<file path="config.mk">
export PLATFORM = sky130hd
export DESIGN_NAME = dds_waveform_gen
export DESIGN_NICKNAME = d
export VERILOG_FILES = /design/src/rtl/dds_waveform_gen.sv
export SDC_FILE = /design/constraint.sdc
export NUM_CORES = 1
export LEC_CHECK = 0
export ABC_AREA = 1
export ABC_CLOCK_PERIOD_IN_PS = 5600
export CORE_MARGIN = 3
export CORE_UTILIZATION = 30
export DETAILED_ROUTE_END_ITERATION = 6
export PLACE_DENSITY_LB_ADDON = 0.2
export SYNTH_ARGS = -nofsm -noshare
export SYNTH_HDL_FRONTEND = slang
export SYNTH_SLANG_ARGS = --single-unit
export TNS_END_PERCENT = 20
</file>
<file path="constraint.sdc">
create_clock -name clk -period 5.6 [get_ports clk]
set_clock_uncertainty 0.2 [all_clocks]
set_input_delay 0.56 -clock clk [delete_from_list [all_inputs] [get_ports clk]]
set_output_delay 0.56 -clock clk [all_outputs]
set_load 0.01 [all_outputs]
</file>
<file path="src/rtl/dds_waveform_gen.sv">
// -----------------------------------------------------------------------------
// dds_waveform_gen
//
// Direct-digital-synthesis sample generator feeding dac_module.
//
// A phase accumulator advances by the tuning word on every sample strobe. The
// accumulator value (taken before the update) travels down a three-stage
// pipeline. S1 presents the sine ROM address. S2 waits out the ROM's one-cycle
// read latency. S3 builds the raw waveform, scales it about midscale and
// registers it into dac_value. Strobes may arrive on every cycle.
//
// Handshake: dac_valid is a one-cycle, valid-only pulse with no ready. The
// consumer must take dac_value in the cycle dac_valid is high. Between pulses
// dac_value holds the last sample.
//
// Ports
//   clk        system clock
//   rst        asynchronous active-high reset
//   sample_en  one-cycle sample strobe
//   freq_up    pulse: tuning word += FW_STEP (saturates at FW_MAX)
//   freq_down  pulse: tuning word -= FW_STEP (saturates at FW_MIN)
//   wave_next  pulse: waveform select +1 mod 4
//   amp_next   pulse: attenuation shift +1 mod 4
//   rom_addr   sine ROM address (registered, S1)
//   rom_q      sine ROM data, valid one cycle after rom_addr
//   dac_value  unsigned sample, midscale 128
//   dac_valid  one-cycle pulse when dac_value updates
//   freq_word  current tuning word
//   wave_sel   0 sine, 1 square, 2 triangle, 3 sawtooth
//   amp_shift  current attenuation shift 0..3
// -----------------------------------------------------------------------------
module dds_waveform_gen #(
  parameter int ACC_W      = 24,
  parameter int FW_W       = 16,
  parameter int FW_DEFAULT = 16777,
  parameter int FW_STEP    = 1678,
  parameter int FW_MIN     = 1678,
  parameter int FW_MAX     = 65535
) (
  input  logic            clk,
  input  logic            rst,
  input  logic            sample_en,
  input  logic            freq_up,
  input  logic            freq_down,
  input  logic            wave_next,
  input  logic            amp_next,
  output logic [10:0]     rom_addr,
  input  logic [7:0]      rom_q,
  output logic [7:0]      dac_value,
  output logic            dac_valid,
  output logic [FW_W-1:0] freq_word,
  output logic [1:0]      wave_sel,
  output logic [1:0]      amp_shift
);

  localparam int ADDR_W = 11;
  localparam int PH_W   = 9;

  localparam logic [FW_W-1:0] FW_DEFAULT_W = FW_W'(FW_DEFAULT);
  localparam logic [FW_W-1:0] FW_STEP_W    = FW_W'(FW_STEP);
  localparam logic [FW_W-1:0] FW_MIN_W     = FW_W'(FW_MIN);
  localparam logic [FW_W-1:0] FW_MAX_W     = FW_W'(FW_MAX);

  // One extra bit so the saturation compares cannot wrap.
  localparam logic [FW_W:0] FW_STEP_X  = (FW_W+1)'(FW_STEP);
  localparam logic [FW_W:0] FW_MAX_X   = (FW_W+1)'(FW_MAX);
  localparam logic [FW_W:0] FW_FLOOR_X = (FW_W+1)'(FW_MIN + FW_STEP);

  localparam logic [7:0] MIDSCALE = 8'd128;

  // ---------------------------------------------------------------------------
  // Control registers: tuning word, waveform select, amplitude shift
  // ---------------------------------------------------------------------------
  logic [FW_W:0]   fw_up_sum;
  logic [FW_W-1:0] fw_next;

  always_comb begin
    fw_up_sum = {1'b0, freq_word} + FW_STEP_X;
    fw_next   = freq_word;
    if (freq_up && !freq_down) begin
      if (fw_up_sum > FW_MAX_X) fw_next = FW_MAX_W;
      else                      fw_next = fw_up_sum[FW_W-1:0];
    end else if (freq_down && !freq_up) begin
      // freq_word - FW_STEP < FW_MIN  <=>  freq_word < FW_MIN + FW_STEP
      if ({1'b0, freq_word} < FW_FLOOR_X) fw_next = FW_MIN_W;
      else                                fw_next = freq_word - FW_STEP_W;
    end
  end

  always_ff @(posedge clk or posedge rst) begin
    if (rst) begin
      freq_word <= FW_DEFAULT_W;
      wave_sel  <= 2'd0;
      amp_shift <= 2'd0;
    end else begin
      freq_word <= fw_next;
      if (wave_next) wave_sel  <= wave_sel + 2'd1;
      if (amp_next)  amp_shift <= amp_shift + 2'd1;
    end
  end

  // ---------------------------------------------------------------------------
  // Phase accumulator. A strobe in the same cycle as a tuning command still
  // adds the old freq_word, because fw_next only lands on the same edge.
  // ---------------------------------------------------------------------------
  logic [ACC_W-1:0] acc;

  always_ff @(posedge clk or posedge rst) begin
    if (rst) begin
      acc <= '0;
    end else if (sample_en) begin
      acc <= acc + {{(ACC_W-FW_W){1'b0}}, freq_word};
    end
  end

  // ---------------------------------------------------------------------------
  // S1: latch the pre-update phase as ROM address plus a 9-bit phase copy
  // ---------------------------------------------------------------------------
  logic [PH_W-1:0] p1;
  logic            v1;

  always_ff @(posedge clk or posedge rst) begin
    if (rst) begin
      rom_addr <= '0;
      p1       <= '0;
      v1       <= 1'b0;
    end else begin
      v1 <= sample_en;
      if (sample_en) begin
        rom_addr <= acc[ACC_W-1 -: ADDR_W];
        p1       <= acc[ACC_W-1 -: PH_W];
      end
    end
  end

  // ---------------------------------------------------------------------------
  // S2: the ROM is reading the S1 address; carry phase and valid alongside it
  // ---------------------------------------------------------------------------
  logic [PH_W-1:0] p2;
  logic            v2;

  always_ff @(posedge clk or posedge rst) begin
    if (rst) begin
      p2 <= '0;
      v2 <= 1'b0;
    end else begin
      p2 <= p1;
      v2 <= v1;
    end
  end

  // ---------------------------------------------------------------------------
  // S3: waveform shaping and scaling. wave_sel and amp_shift are read here, so
  // a change affects the next sample that leaves the pipeline.
  // ---------------------------------------------------------------------------
  logic [7:0] raw;
  logic [7:0] scaled;

  always_comb begin
    raw = rom_q;
    case (wave_sel)
      2'd0: raw = rom_q;
      2'd1: raw = p2[8] ? 8'h00 : 8'hFF;
      2'd2: raw = p2[8] ? ~p2[7:0] : p2[7:0];
      2'd3: raw = p2[8:1];
      default: raw = rom_q;
    endcase
  end

  // (raw >> s) spans 0..(255 >> s), and the offset 128 - (128 >> s) recentres
  // it on 128. The largest result is 255 at s = 0, so 8 bits suffice.
  always_comb begin
    scaled = (raw >> amp_shift) + (MIDSCALE - (MIDSCALE >> amp_shift));
  end

  always_ff @(posedge clk or posedge rst) begin
    if (rst) begin
      dac_value <= MIDSCALE;
      dac_valid <= 1'b0;
    end else begin
      dac_valid <= v2;
      if (v2) dac_value <= scaled;
    end
  end

endmodule

</file>
==> qor_table.md <==
| Metric | This run | Unit |
| --- | --- | --- |
| Portion of total power attributed to the clock network | 14.7 | % |
| Pre-Repair DR Iteration Count | 4 | - |
| Final Core Density | 37.1 | % |
| Number of post-CTS setup repair buffers | 0 | - |
| Cell count after synthesis | 744 | - |
| Share of the synthesized area in compound gates (AO/OA/AOI/OAI) | 12.4 | % |
| Post-synthesis share of cell area spent on full adders, half adders and majority gates | 8.50 | % |
| R2r setup slk | 2.43 | ns |
| Async S/R FF share, synth | 100 | % |
| Initial antenna violation count | 0 | - |
| Crit path max fanout | 8 | - |
| Worst hold path stage count | 0 | - |
| Final layout net count | 841 | - |
| Result of the run | finished clean | - |
| Register bit total from synthesis | 75 | - |
| Initial cell density of the core | 30.9 | % |
| Total via count after detailed routing | 4778 | - |
| Endpoint, Worst Hold | v2 | - |
| Relative contribution of sequential cells to total power | 24.2 | % |
| Most frequent cells in the layout | sky130_fd_sc_hd__nand2_1, sky130_fd_sc_hd__inv_1, sky130_fd_sc_hd__dfrtp_1, sky130_fd_sc_hd__clkdlybuf4s50_1, sky130_fd_sc_hd__o21ai_0 | - |
| Core Rows | 48 | - |
| Post-Synth Simple-Gate Area | 30.5 | % |
| Setup Total Neg Slack | 0 | ns |
| Per-instance average area after synthesis | 7.24 | um2 |
| DR WL/cell | 13.0 | um |
| # hold bufs at CTS | 0 | - |
| Standard cell core area | 17400 | um2 |
| Required time of the worst setup path | 5.62 | ns |
| XOR/XNOR Fraction of Synth Area | 4.37 | % |
| Cell count of the worst reg-to-reg path | 16 | - |
| Reg2reg end | dac_value[6] | - |
| Number of clock sinks | 75 | - |
| Least-Margin Pin Slew | 1.12 | ns |
| Min-delay src | v1 | - |
| Largest net degree at the start of global routing | 44 | - |
| Yosys cell types | 49 | - |
| Width of the die | 140 | um |
| Setup CP Type | flip-flop to flip-flop | - |
| Clock transition at path regs | 0.06 | ns |
| Final Slew Violations | 0 | - |
| Main flop type after synthesis | sky130_fd_sc_hd__dfrtp_1 | - |
| TritonCTS clock tree | done | - |
| Sw power | 2.18 | mW |
| Fraction of final layout cells sized beyond drive strength 1 | 7.67 | % |
| Relative slew slack | 25.6 | % |
| Count of endpoints failing hold in the final timing report | 0 | - |
| Total overflow reported by the global router | 0 | - |
| Share of synthesized area occupied by flip-flops and latches | 35.0 | % |
| Dominant combinational cell family by area after synthesis | simple AND/OR/NAND/NOR gates | - |
| Max IR drop VDD | 0.000320 | V |
| Average vias per placed instance | 4.68 | - |
| Lkg Pwr | 3.12 | nW |
| Internal Dissipation | 2.43 | mW |
| Critical path endpoint category | flip-flop | - |
| CTS-repair resized insts | 0 | - |
| Port buffer count | 54 | - |
| Max cap viols | 0 | - |
| Startpoint of the most critical register-to-register path | wave_sel[0] | - |
| Number of global-route vias before repair | 4604 | - |
| Most common library cell in the layout ignoring fill and taps | sky130_fd_sc_hd__nand2_1 | - |
| Number of enable flip-flop cells after synthesis | 0 | - |
| Setup repair after global routing missed its margin | no | - |
| Final estimated routing congestion in global placement | 0.841 | - |
| Final ANT Viol Nets | 0 | - |
| Combinational share of power | 61.1 | % |
| Global-route wire length before repair | 22600 | um |
| Overall global routing resource usage | 13.9 | % |
| H-Tree Depth | 3 | - |
| Multiplexer fraction of the synthesized cell area | 1.18 | % |
| Longest Clk Path Bufs | 2 | - |
| Number of design rule violations left after detail routing | 0 | - |
| Placed wire-length estimate after detailed placement | 10000 | um |
| Min Tclk post-route | 3.17 | ns |
| Number of warning messages in the yosys log | 0 | - |
| TritonCTS buffer count | 9 | - |
| Die height | 140 | um |
| Final clock period utilization by the worst path | 56.6 | % |
| Startpoint kind of the worst setup timing path | flip-flop | - |
| Class of the tightest hold or removal check | flip-flop to flip-flop | - |
| Arrival time of data at the critical path endpoint | 3.19 | ns |
| Net Count, Synth | 795 | - |
| Final wirelength | 13200 | um |
| Post-synthesis to final-layout area growth | 19.8 | % |
| Initial DRC Count | 250 | - |
| Switching part of the total | 47.3 | % |
| Combined area of all synthesized cells | 5390 | um2 |
| Max Freq | 0.316 | GHz |
| Number of diodes added for antenna fixing | 0 | - |
| I/O pin total | 55 | - |
| Pwr/cell area | 713 | nW/um2 |
| Area of the die | 19600 | um2 |
| CTS root buffer | sky130_fd_sc_hd__clkbuf_16 | - |
| Clk_lat worst skew | 0.34 | ns |
| Count of endpoints failing setup in the final report | 0 | - |
[power groups by stage]
stage               Sequential, mW  Clock, mW  Combinational [mW]
finish                        1.11      0.677                2.81
CTS                           1.12      0.694                2.85
global route                  1.17      0.717                3.25
floorplan                     1.03          0                2.16
global placement              1.13          0                2.83
detailed placement            1.13          0                2.83
[worst max-delay path: stages, from the launching register on]
cell and delay, ns:
sky130_fd_sc_hd__dfrtp_1 0.43, sky130_fd_sc_hd__inv_1 0.09, sky130_fd_sc_hd__ha_1 0.24, sky130_fd_sc_hd__a21oi_4 0.23, sky130_fd_sc_hd__nand3_1 0.10, sky130_fd_sc_hd__o21ai_0 0.13, sky130_fd_sc_hd__mux2i_1 0.17, sky130_fd_sc_hd__nand2_1 0.08
sky130_fd_sc_hd__o21ai_0 0.10, sky130_fd_sc_hd__ha_1 0.33, sky130_fd_sc_hd__ha_1 0.34, sky130_fd_sc_hd__nand2_1 0.10, sky130_fd_sc_hd__a21oi_1 0.04, sky130_fd_sc_hd__a211oi_1 0.23, sky130_fd_sc_hd__nand3_1 0.12, sky130_fd_sc_hd__nand3_1 0.09
sky130_fd_sc_hd__nand2_1 0.05
[metal layers]
layer / part of all wire [%] / GRT usage, % / vias up
li1: - / - / 2512
met2: 46 / 22.6 / 71
met5: 0 / 0 / -
met1: 49 / 19.0 / 2186
met3: 4.0 / 3.24 / 9
met4: 0.83 / 2.65 / 0
[kinds of logic after synthesis]
| family | after synthesis |
|---|---|
| AO/OA/AOI/OAI | 117 |
| buffers and inverters | 104 |
| flip-flops | 75 |
| AND/OR/NAND/NOR | 380 |
| multiplexers | 6 |
| adder cells (fa/ha/maj) | 36 |
| XOR/XNOR | 26 |
[cells in the mapped netlist (2+ instances only)]
library cell / instances / share of area (%)
sky130_fd_sc_hd__o21ai_1: 8 / 0.74
sky130_fd_sc_hd__clkbuf_1: 8 / 0.56
sky130_fd_sc_hd__nand4_1: 11 / 1.3
sky130_fd_sc_hd__nand2_1: 234 / 16
sky130_fd_sc_hd__a21oi_1: 31 / 2.9
sky130_fd_sc_hd__o21a_1: 4 / 0.56
sky130_fd_sc_hd__nand3b_1: 2 / 0.28
sky130_fd_sc_hd__nor2_4: 2 / 0.42
sky130_fd_sc_hd__ha_1: 35 / 8.1
sky130_fd_sc_hd__buf_6: 2 / 0.42
sky130_fd_sc_hd__nand3_1: 51 / 4.7
sky130_fd_sc_hd__a31oi_1: 8 / 0.93
sky130_fd_sc_hd__nor2_1: 48 / 3.3
sky130_fd_sc_hd__o21ai_0: 52 / 4.8
sky130_fd_sc_hd__nand3_4: 2 / 0.65
sky130_fd_sc_hd__dfstp_2: 6 / 2.9
sky130_fd_sc_hd__mux2i_1: 5 / 0.93
sky130_fd_sc_hd__nor3_1: 8 / 0.74
sky130_fd_sc_hd__buf_1: 2 / 0.14
sky130_fd_sc_hd__clkinv_1: 2 / 0.14
sky130_fd_sc_hd__nand2_2: 6 / 0.70
sky130_fd_sc_hd__nor4_1: 2 / 0.23
sky130_fd_sc_hd__a21oi_4: 2 / 0.60
sky130_fd_sc_hd__inv_1: 74 / 5.2
sky130_fd_sc_hd__or2_2: 8 / 0.93
sky130_fd_sc_hd__buf_2: 4 / 0.37
sky130_fd_sc_hd__nor2_2: 3 / 0.35
sky130_fd_sc_hd__inv_2: 6 / 0.42
sky130_fd_sc_hd__buf_4: 4 / 0.56
sky130_fd_sc_hd__nand3_2: 2 / 0.37
sky130_fd_sc_hd__dfrtp_1: 69 / 32
sky130_fd_sc_hd__o21bai_1: 3 / 0.42
sky130_fd_sc_hd__xnor2_1: 6 / 0.98
sky130_fd_sc_hd__xor2_1: 19 / 3.1
[flip-flops by register name (all words and copies together), names as in the netlist]
name	count
acc	24
amp_shift	2
dac_valid	1
dac_value	8
freq_word	16
p2	9
rom_addr	11
v1	1
v2	1
wave_sel	2
[final cells by class]
| class | instances | area [um2] |
|---|---|---|
| Fill cell | 1870 | 11000 |
| Multi-Input combinational cell | 565 | 3070 |
| Sequential cell | 75 | 1880 |
| Timing Repair Buffer | 56 | 556 |
| Inverter | 83 | 318 |
| Tap cell | 225 | 282 |
| Clock buffer | 12 | 246 |
| Clock inverter | 4 | 98.8 |
[stage by stage]
| step | area (um2) | setup WS (ns) | hold slack [ns] | power (mW) | cells |
|---|---|---|---|---|---|
| 3_5_place_dp | 6110 | 2.43 | 0.143 | 3.96 | 1004 |
| 2_1_floorplan | 5390 | 2.69 | 0.131 | 3.19 | 744 |
| 4_1_cts | 6450 | 2.42 | 0.157 | 4.66 | 1020 |
| 5_1_grt | 6450 | 2.12 | 0.162 | 5.13 | 1020 |
| 6_report | 6450 | 2.43 | 0.155 | 4.60 | 1020 |
| 3_3_place_gp | 6110 | 2.45 | 0.135 | 3.96 | 1004 |
[worst max-delay path by stage]
stage | start | end | slack (ns) | cells past startpoint
CTS | wave_sel[0] | dac_value[6] | 2.42 | 16
detailed placement | rom_q[5] | dac_value[6] | 2.43 | 13
global placement | rom_q[5] | dac_value[6] | 2.45 | 13
finish | wave_sel[0] | dac_value[6] | 2.43 | 16
global route | wave_sel[0] | dac_value[6] | 2.12 | 16
floorplan | wave_sel[0] | dac_value[6] | 2.69 | 16
Note: power is estimated with default switching activity, not from simulation.
==> patch (same flow settings) <==
The parameter `FW_W` goes from 16 to 20.
--- a/src/rtl/dds_waveform_gen.sv
+++ b/src/rtl/dds_waveform_gen.sv
@@ -33,3 +33,3 @@
   parameter int ACC_W      = 24,
-  parameter int FW_W       = 16,
+  parameter int FW_W       = 20,
   parameter int FW_DEFAULT = 16777,
Ports: changed (resized freq_word); port bits go from 55 to 59. No check against the original RTL was run, so the function may have changed too.
==> patch against the original RTL <==
Sequential cell count is 4 higher. Final area is 8.8% higher. Cell count is 14% higher. Count of clock-buffer cells in the layout is 1 lower. Highest routed layer unchanged. Largest cell class unchanged. Largest power group unchanged. Maximum frequency is 0.76% higher. Setup slack better by 0.024 ns. Total power is 7.3% higher. Routed wire length is 21% higher. Synthesized area is 10% higher. Global-route usage is 1.6 points higher. Sequential share of layout area is 0.94 points lower. Sequential power is 5% higher.
==> patch: results <==
export IMPL_outcome="completed"
export IMPL_place_congestion=0.841
export IMPL_dp_final_hpwl_um=11900
export IMPL_grt_pass1_wl_um=27200
export IMPL_syn_nets=905
export IMPL_crit_family="compound AO/OA/AOI/OAI gates"
export IMPL_drt_iter0_drc=216
export IMPL_grt_use_total_pct=15.4
export IMPL_vias_per_cell=4.68
export IMPL_io_buffers=58
export IMPL_drive_gt1_share_pct=6.01
export IMPL_slowest_delay_ns=0.58
export IMPL_crit_fanout=15
export IMPL_yosysUniqueCellTypes=44
export IMPL_top_regs="acc (24), freq_word (20), rom_addr (11)"
export IMPL_seq_area_frac_synth_pct=33.5
export IMPL_grt_pass1_vias=5431
export IMPL_numCtsBuffers=9
export IMPL_worst_pin_slew_ns=1.08
export IMPL_ir_drop_uv=245
export IMPL_synth_warnings=0
export IMPL_cts_setup_buffers=0
export IMPL_yosys_area_top_type="dfrtp_1"
export IMPL_antenna_found_initial=0
export IMPL_synthTopCellsByArea="dfrtp_1 31%, nand2_1 16%, ha_1 8.4%"
export IMPL_leakage_nw=3.39
export IMPL_clk_latency_ns=0.35
export IMPL_clk_pin_slew_worst_paths_ns=0.07
export IMPL_nets=950
export IMPL_routed_wl_um=16000
export IMPL_r2r_start="p2[8]"
export IMPL_fill_cells=2062
export IMPL_synth_common_cells="260 x nand2_1, 90 x inv_1, 73 x dfrtp_1"
## patch: changes by cell type after synthesis, moves of 6 or more
cell      before  now
clkbuf_1       8   14
nor2_1        48   61
a21oi_1       31   42
nand3_1       51   71
nand2_1      234  260
inv_1         74   90
## patch: worst register-to-register path, stage by stage, from the launching register on
cell     delay, ns
dfrtp_1       0.58
inv_1         0.17
a21oi_4       0.26
nand3_1       0.11
o21ai_0       0.12
mux2i_1       0.15
o21ai_0       0.46
inv_1         0.12
ha_1          0.31
inv_1         0.05
nor3_1        0.17
nand2_1       0.09
nand2_1       0.09
nand2_1       0.05
nand3_1       0.06
nand2_1       0.05
## patch: cells by family after synthesis
| group | share of synthesized area (%) |
|---|---|
| flip-flops | 33.5 |
| AO/OA/AOI/OAI | 13.2 |
| buffers and inverters | 8.37 |
| AND/OR/NAND/NOR | 31.4 |
| XOR/XNOR | 4.13 |
| adder cells (fa/ha/maj) | 8.77 |
| multiplexers | 0.675 |
## patch: metrics by stage
step	setup WS, ns	instance area [um2]	instances	hold WS, ns
after floorplan	2.74	5930	849	0.131
after global placement	2.50	6720	1143	0.134
after detailed placement	2.45	6720	1143	0.136
after CTS	2.44	7020	1159	0.151
after global routing	2.08	7020	1159	0.157
final	2.45	7020	1159	0.149
## patch: path summary, 6_finish.rpt
path	slack (ns)	end	depth (start not counted)
setup / recovery	2.45	dac_value[6]	15
hold / removal	0.15	v2	0
setup reg to reg	2.45	dac_value[6]	15
hold reg to reg	0.15	v2	0
max in group asynchronous	3.78	acc[14]	3
min in group asynchronous	0.42	dac_value[5]	2
## patch: layout make-up
cell class | count | area [um2] | area share, %
multi-input combinational | 648 | 3450 | 49.1
sequential | 79 | 1980 | 28.3
timing repair buffer | 61 | 603 | 8.59
inverter | 95 | 358 | 5.10
tap | 260 | 325 | 4.63
clock buffer | 11 | 243 | 3.46
clock inverter | 5 | 58.8 | 0.837
## patch: report_power, final
part | leakage (nW) | switching [mW] | internal [mW]
Sequential | 0.948 | 0.330 | 0.836
Combinational | 2.30 | 1.86 | 1.29
Clock | 0.142 | 0.260 | 0.358
Total | 3.39 | 2.45 | 2.49
## patch: per-layer routing
layer | vias to the layer above | track usage [%] | share of wire (%)
li1 | 2862 | - | -
met3 | 13 | 2.92 | 3.0
met5 | - | 0 | 0
met2 | 81 | 26.3 | 48
met4 | 0 | 3.57 | 1.3
met1 | 2471 | 20.2 | 48
